==> src/rtl/serial_subtractor_if.sv <==
// Start/done handshake bundle for the bit-serial subtractor.
// The master issues operands; the slave returns the difference and the final borrow.
`timescale 1ns/1ps
interface serial_subtractor_if #(
    parameter int WIDTH = 8
);
    logic             start;
    logic [WIDTH-1:0] a;
    logic [WIDTH-1:0] b;
    logic             busy;
    logic             done;
    logic [WIDTH-1:0] diff;
    logic             bout;

    modport master (
        output start, a, b,
        input  busy, done, diff, bout
    );

    modport slave (
        input  start, a, b,
        output busy, done, diff, bout
    );
endinterface

==> src/rtl/serial_subtractor.sv <==
// Bit-serial subtractor: diff = a - b (mod 2^WIDTH) with final borrow.
// Works LSB first, one bit per clock, through a full-subtractor cell and a borrow flop.
`timescale 1ns/1ps
module serial_subtractor #(
    parameter int WIDTH = 8
) (
    input  logic                 clk,
    input  logic                 rst,
    serial_subtractor_if.slave   bus
);
    localparam int CNT_W = $clog2(WIDTH);
    localparam logic [CNT_W-1:0] LAST = CNT_W'(WIDTH - 1);

    typedef enum logic [1:0] {
        IDLE,
        RUN,
        DONE
    } state_t;

    state_t           state_q, state_d;
    logic [WIDTH-1:0] sa_q, sa_d;
    logic [WIDTH-1:0] sb_q, sb_d;
    logic [WIDTH-1:0] sr_q, sr_d;
    logic [CNT_W-1:0] cnt_q, cnt_d;
    logic             br_q, br_d;
    logic [WIDTH-1:0] diff_q, diff_d;
    logic             bout_q, bout_d;
    logic             busy_q, busy_d;
    logic             done_q, done_d;

    logic             bit_d;
    logic             br_next;
    logic [WIDTH-1:0] sr_shift;

    always_comb begin
        bit_d    = sa_q[0] ^ sb_q[0] ^ br_q;
        br_next  = (~sa_q[0] & sb_q[0]) | (~(sa_q[0] ^ sb_q[0]) & br_q);
        sr_shift = {bit_d, sr_q[WIDTH-1:1]};

        state_d = state_q;
        sa_d    = sa_q;
        sb_d    = sb_q;
        sr_d    = sr_q;
        cnt_d   = cnt_q;
        br_d    = br_q;
        diff_d  = diff_q;
        bout_d  = bout_q;

        case (state_q)
            // DONE accepts a new request just like IDLE so back-to-back ops lose no cycle
            IDLE, DONE: begin
                if (bus.start) begin
                    state_d = RUN;
                    sa_d    = bus.a;
                    sb_d    = bus.b;
                    br_d    = 1'b0;
                    cnt_d   = '0;
                end else begin
                    state_d = IDLE;
                end
            end
            RUN: begin
                sa_d  = sa_q >> 1;
                sb_d  = sb_q >> 1;
                br_d  = br_next;
                sr_d  = sr_shift;
                cnt_d = cnt_q + CNT_W'(1);
                if (cnt_q == LAST) begin
                    state_d = DONE;
                    diff_d  = sr_shift;
                    bout_d  = br_next;
                end
            end
            default: state_d = IDLE;
        endcase

        busy_d = (state_d == RUN);
        done_d = (state_d == DONE);
    end

    always_ff @(posedge clk) begin
        if (rst) begin
            state_q <= IDLE;
            sa_q    <= '0;
            sb_q    <= '0;
            sr_q    <= '0;
            cnt_q   <= '0;
            br_q    <= 1'b0;
            diff_q  <= '0;
            bout_q  <= 1'b0;
            busy_q  <= 1'b0;
            done_q  <= 1'b0;
        end else begin
            state_q <= state_d;
            sa_q    <= sa_d;
            sb_q    <= sb_d;
            sr_q    <= sr_d;
            cnt_q   <= cnt_d;
            br_q    <= br_d;
            diff_q  <= diff_d;
            bout_q  <= bout_d;
            busy_q  <= busy_d;
            done_q  <= done_d;
        end
    end

    assign bus.busy = busy_q;
    assign bus.done = done_q;
    assign bus.diff = diff_q;
    assign bus.bout = bout_q;
endmodule

==> src/flat_wrapper.sv <==
// flat-port wrapper written by rule: the top's interface ports become plain ports
module serial_subtractor_flat 
#(
    parameter int WIDTH = 8
)
  (clk, rst, bus_start, bus_a, bus_b, bus_busy, bus_done, bus_diff, bus_bout);
  serial_subtractor_if #(.WIDTH(WIDTH)) bus_i ();
  input  logic clk;
  input  logic rst;
  input wire logic [$bits(bus_i.start)-1:0] bus_start;
  input wire logic [$bits(bus_i.a)-1:0] bus_a;
  input wire logic [$bits(bus_i.b)-1:0] bus_b;
  output wire logic [$bits(bus_i.busy)-1:0] bus_busy;
  output wire logic [$bits(bus_i.done)-1:0] bus_done;
  output wire logic [$bits(bus_i.diff)-1:0] bus_diff;
  output wire logic [$bits(bus_i.bout)-1:0] bus_bout;
  assign bus_i.start = bus_start;
  assign bus_i.a = bus_a;
  assign bus_i.b = bus_b;
  assign bus_busy = bus_i.busy;
  assign bus_done = bus_i.done;
  assign bus_diff = bus_i.diff;
  assign bus_bout = bus_i.bout;
  serial_subtractor #(.WIDTH(WIDTH)) u_core (.clk(clk), .rst(rst), .bus(bus_i));
endmodule
==> config.mk <==
export PLATFORM = sky130hd
export DESIGN_NAME = serial_subtractor_flat
export DESIGN_NICKNAME = d
export VERILOG_FILES = /design/src/rtl/serial_subtractor_if.sv /design/src/rtl/serial_subtractor.sv /design/src/flat_wrapper.sv
export SDC_FILE = /design/constraint.sdc
export NUM_CORES = 1
export LEC_CHECK = 0
export ABC_AREA = 1
export CAP_MARGIN = 5
export CORE_MARGIN = 5
export CORE_UTILIZATION = 42
export CTS_BUF_LIST = sky130_fd_sc_hd__clkbuf_16
export DETAILED_ROUTE_END_ITERATION = 6
export PLACE_DENSITY = 0.65
export SKIP_CTS_REPAIR_TIMING = 1
export SLEW_MARGIN = 40
export SYNTH_ARGS = -nofsm -noshare
export SYNTH_HDL_FRONTEND = slang
export SYNTH_SLANG_ARGS = --single-unit
==> constraint.sdc <==
create_clock -name clk -period 1.2 [get_ports clk]
set_input_delay 0.12 -clock clk [delete_from_list [all_inputs] [get_ports clk]]
set_output_delay 0.12 -clock clk [all_outputs]
set_load 0.02 [all_outputs]
==> qor.csv <==
metric,value,unit
hold_viol,0,
critPathRequiredTime,1.38,ns
netlist_area,1860,um2
sw_frac_of_total,24.6,%
post-place-ws,-0.0939,ns
finalPower,3.52,mW
clkPwrFrac,43.5,%
track_usage,13.0,%
rows,24,
reg2reg_slack,0.02,ns
grt-ovfl-total,0,
synth_cells,255,
irDropWorstVdd,0.712,mV
port_buffers,29,
arrival,1.36,ns
htree_levels,2,
hold_depth,3,
die_area,5850,um2
outcome,"complete, no violations",
cts_buffer_depth,2,
p_int,2.66,mW
ys_types,21,
place_congestion,0.751,
antenna_found_initial,0,
ant_nets,0,
n_antenna_cell,0,
combPwrFrac,15.4,%
place_area,2240,um2
drive_gt1_share,15.4,%
area_growth,37.1,%
clkTransAtPathRegs,0.06,ns
fin_ws,0.0241,ns
start_util,42.9,%
syn_avg_cell_area,7.28,um2
cap_viol_max_count,0,
avgViaCountPerCell,4.71,
cts.sinks,40,
cts-root-buf,clkbuf_16,
rr_startpoint,u_core.br_q$_SDFFE_PP0P_,
finalCriticalPeriod,1.18,ns
vias,1624,
worstRegToRegCells,4,
drcViolationCount,0,
grt_pass1_vias,1478,
seq_area_frac_synth,43.1,%
critPathKind,reg2reg,
sequentialPowerShare,41.2,%
first_iter_violations,96,
setup_tns,0,ns
fin_area,2550,um2
grt_max_degree,29,
drv_slew,0,
finalSetupViolCount,0,
synth_compound_area_share,7.28,%
clk_latency,0.28,ns
synth-seq-cells,40,
cellLeakagePower,1.34,nW
synth_top_family_by_area,simple AND/OR/NAND/NOR gates,
max_slew_margin,80.6,%
post_drt_wl_per_cell,11.1,um
endpoint_kind,flop,
io_pins,30,
synth_nets,277,
synth_warnings,0,
r2r-end,u_core.bus.diff[7]$_SDFFE_PP0P_,
core_region_area,4320,um2
powerDensity,1380,nW/um2
power.switching,867,uW
fin_skew,0.00499,ns
die_w,76.5,um
fillerInstances,409,
die-height,76.5,um
finalNonFillerCells,345,
grt_setup_unrepaired,true,
worstHoldPathType,in2reg,
cts_tree,done,
tightest_slew,0.291,ns
synthMuxAreaShare,0,%
fmax,850,MHz
crit_fanout,2,
dp_hpwl,2.50,mm
cp-startpoint,u_core.br_q$_SDFFE_PP0P_,
cp-start-kind,flop,
dr.pass1.iters,4,
cts_buffers,5,
period_share,98.0,%
synth_fa_ha_area_share,2.43,%
synthXorXnorAreaFrac,0,%
yosys.area_share.simple,31.3,%
fin_nets,314,
place_inst,335,
drt_wl_total,3.83,mm
crit_end,u_core.bus.diff[7]$_SDFFE_PP0P_,
grt_first_pass_wirelength,6.41,mm
## worst max-delay path, stage by stage, from the launching register on
cell and delay [ns]:
dfxtp_2 0.33, fa_1 0.56, nand2_1 0.08, nand2_1 0.08
nor2_1 0.04
## layout by cell type, fill, tap and decap left out, types with 2 or more instances in the layout
cell	instances
a21oi_1	14
buf_12	4
buf_4	9
clkbuf_16	5
clkdlybuf4s50_1	18
clkinv_1	7
dfxtp_1	36
dfxtp_2	4
dlymetal6s2s_1	11
inv_1	37
inv_4	2
nand2_1	44
nand2_4	3
nand3_1	37
nor2_1	23
nor3_1	6
nor3_2	8
o21ai_0	10
o21ai_1	3
## sequential cells by signal, indices dropped and copies added (netlist names)
name	flops
u_core.state_q	2
u_core.br_q	1
u_core.cnt_q	3
u_core.sr_q	7
u_core.bus.diff	8
u_core.bus.done	1
u_core.bus.bout	1
u_core.sa_q	8
u_core.sb_q	8
u_core.bus.busy	1
## routing by layer
| metal | global-route usage, % | up-vias | share of wire [%] |
|---|---|---|---|
| met4 | 4.72 | 0 | 1.1 |
| met1 | 16.2 | 728 | 48 |
| met2 | 21.7 | 24 | 47 |
| met3 | 2.84 | 6 | 3.7 |
| li1 | - | 866 | - |
| met5 | 0 | - | 0 |
## how the worst min path moves through the flow
stage	from	end
CTS	bus_a[7]	u_core.sa_q[7]$_SDFFE_PP0P_
detailed placement	u_core.sr_q[3]$_SDFFE_PP0N_	u_core.sr_q[3]$_SDFFE_PP0N_
global placement	u_core.sr_q[3]$_SDFFE_PP0N_	u_core.sr_q[3]$_SDFFE_PP0N_
floorplan	rst	u_core.br_q$_SDFFE_PP0P_
global route	bus_a[7]	u_core.sa_q[7]$_SDFFE_PP0P_
finish	bus_a[7]	u_core.sa_q[7]$_SDFFE_PP0P_
## synthesized netlist by cell type
master,n,share of area (%)
a21oi_1,14,3.8
buf_2,3,0.81
buf_4,6,2.4
buf_6,5,3.0
clkinv_1,7,1.4
dfxtp_1,40,43
fa_1,1,1.1
ha_1,2,1.3
inv_1,37,7.5
inv_4,2,0.67
nand2_1,45,9.1
nand2_2,1,0.34
nand2_4,1,0.61
nand2_8,1,1.1
nand3_1,37,10
nand3b_1,1,0.40
nor2_1,23,4.6
nor2_2,1,0.34
nor2_8,1,1.1
nor3_1,14,3.8
o21ai_0,13,3.5
## metrics by stage
| step | utilization (%) | hold slack (ns) |
|---|---|---|
| finish | 58.9 | 0.401 |
| detailed placement | 51.9 | 0.461 |
| global placement | 51.9 | 0.459 |
| global route | 58.9 | 0.427 |
| CTS | 55.8 | 0.406 |
| floorplan | - | 0.189 |
## logic make-up after synthesis
logic type	Yosys count
and+or+nand+nor	125
buffers and inverters	60
DFF	40
AOI/OAI and AO/OA	27
adders and majority gates	3
## cell type report
class / instances / area [um2] / share of cell area (%)
Timing Repair Buffer: 44 / 492 / 19.3
Multi-Input combinational cell: 155 / 835 / 32.8
Sequential cell: 40 / 806 / 31.6
Clock inverter: 3 / 46.3 / 1.82
Inverter: 46 / 178 / 6.98
Clock buffer: 5 / 125 / 4.91
Tap cell: 52 / 65.1 / 2.56
## power by group through the flow
stage | registers (mW) | clock network [mW] | logic [mW]
CTS | 1.45 | 1.56 | 0.514
global route | 1.46 | 1.61 | 0.615
finish | 1.45 | 1.53 | 0.541
global placement | 1.48 | 0 | 0.507
detailed placement | 1.48 | 0 | 0.510
floorplan | 1.47 | 0 | 0.347
Power figures use the tool's default switching activity.
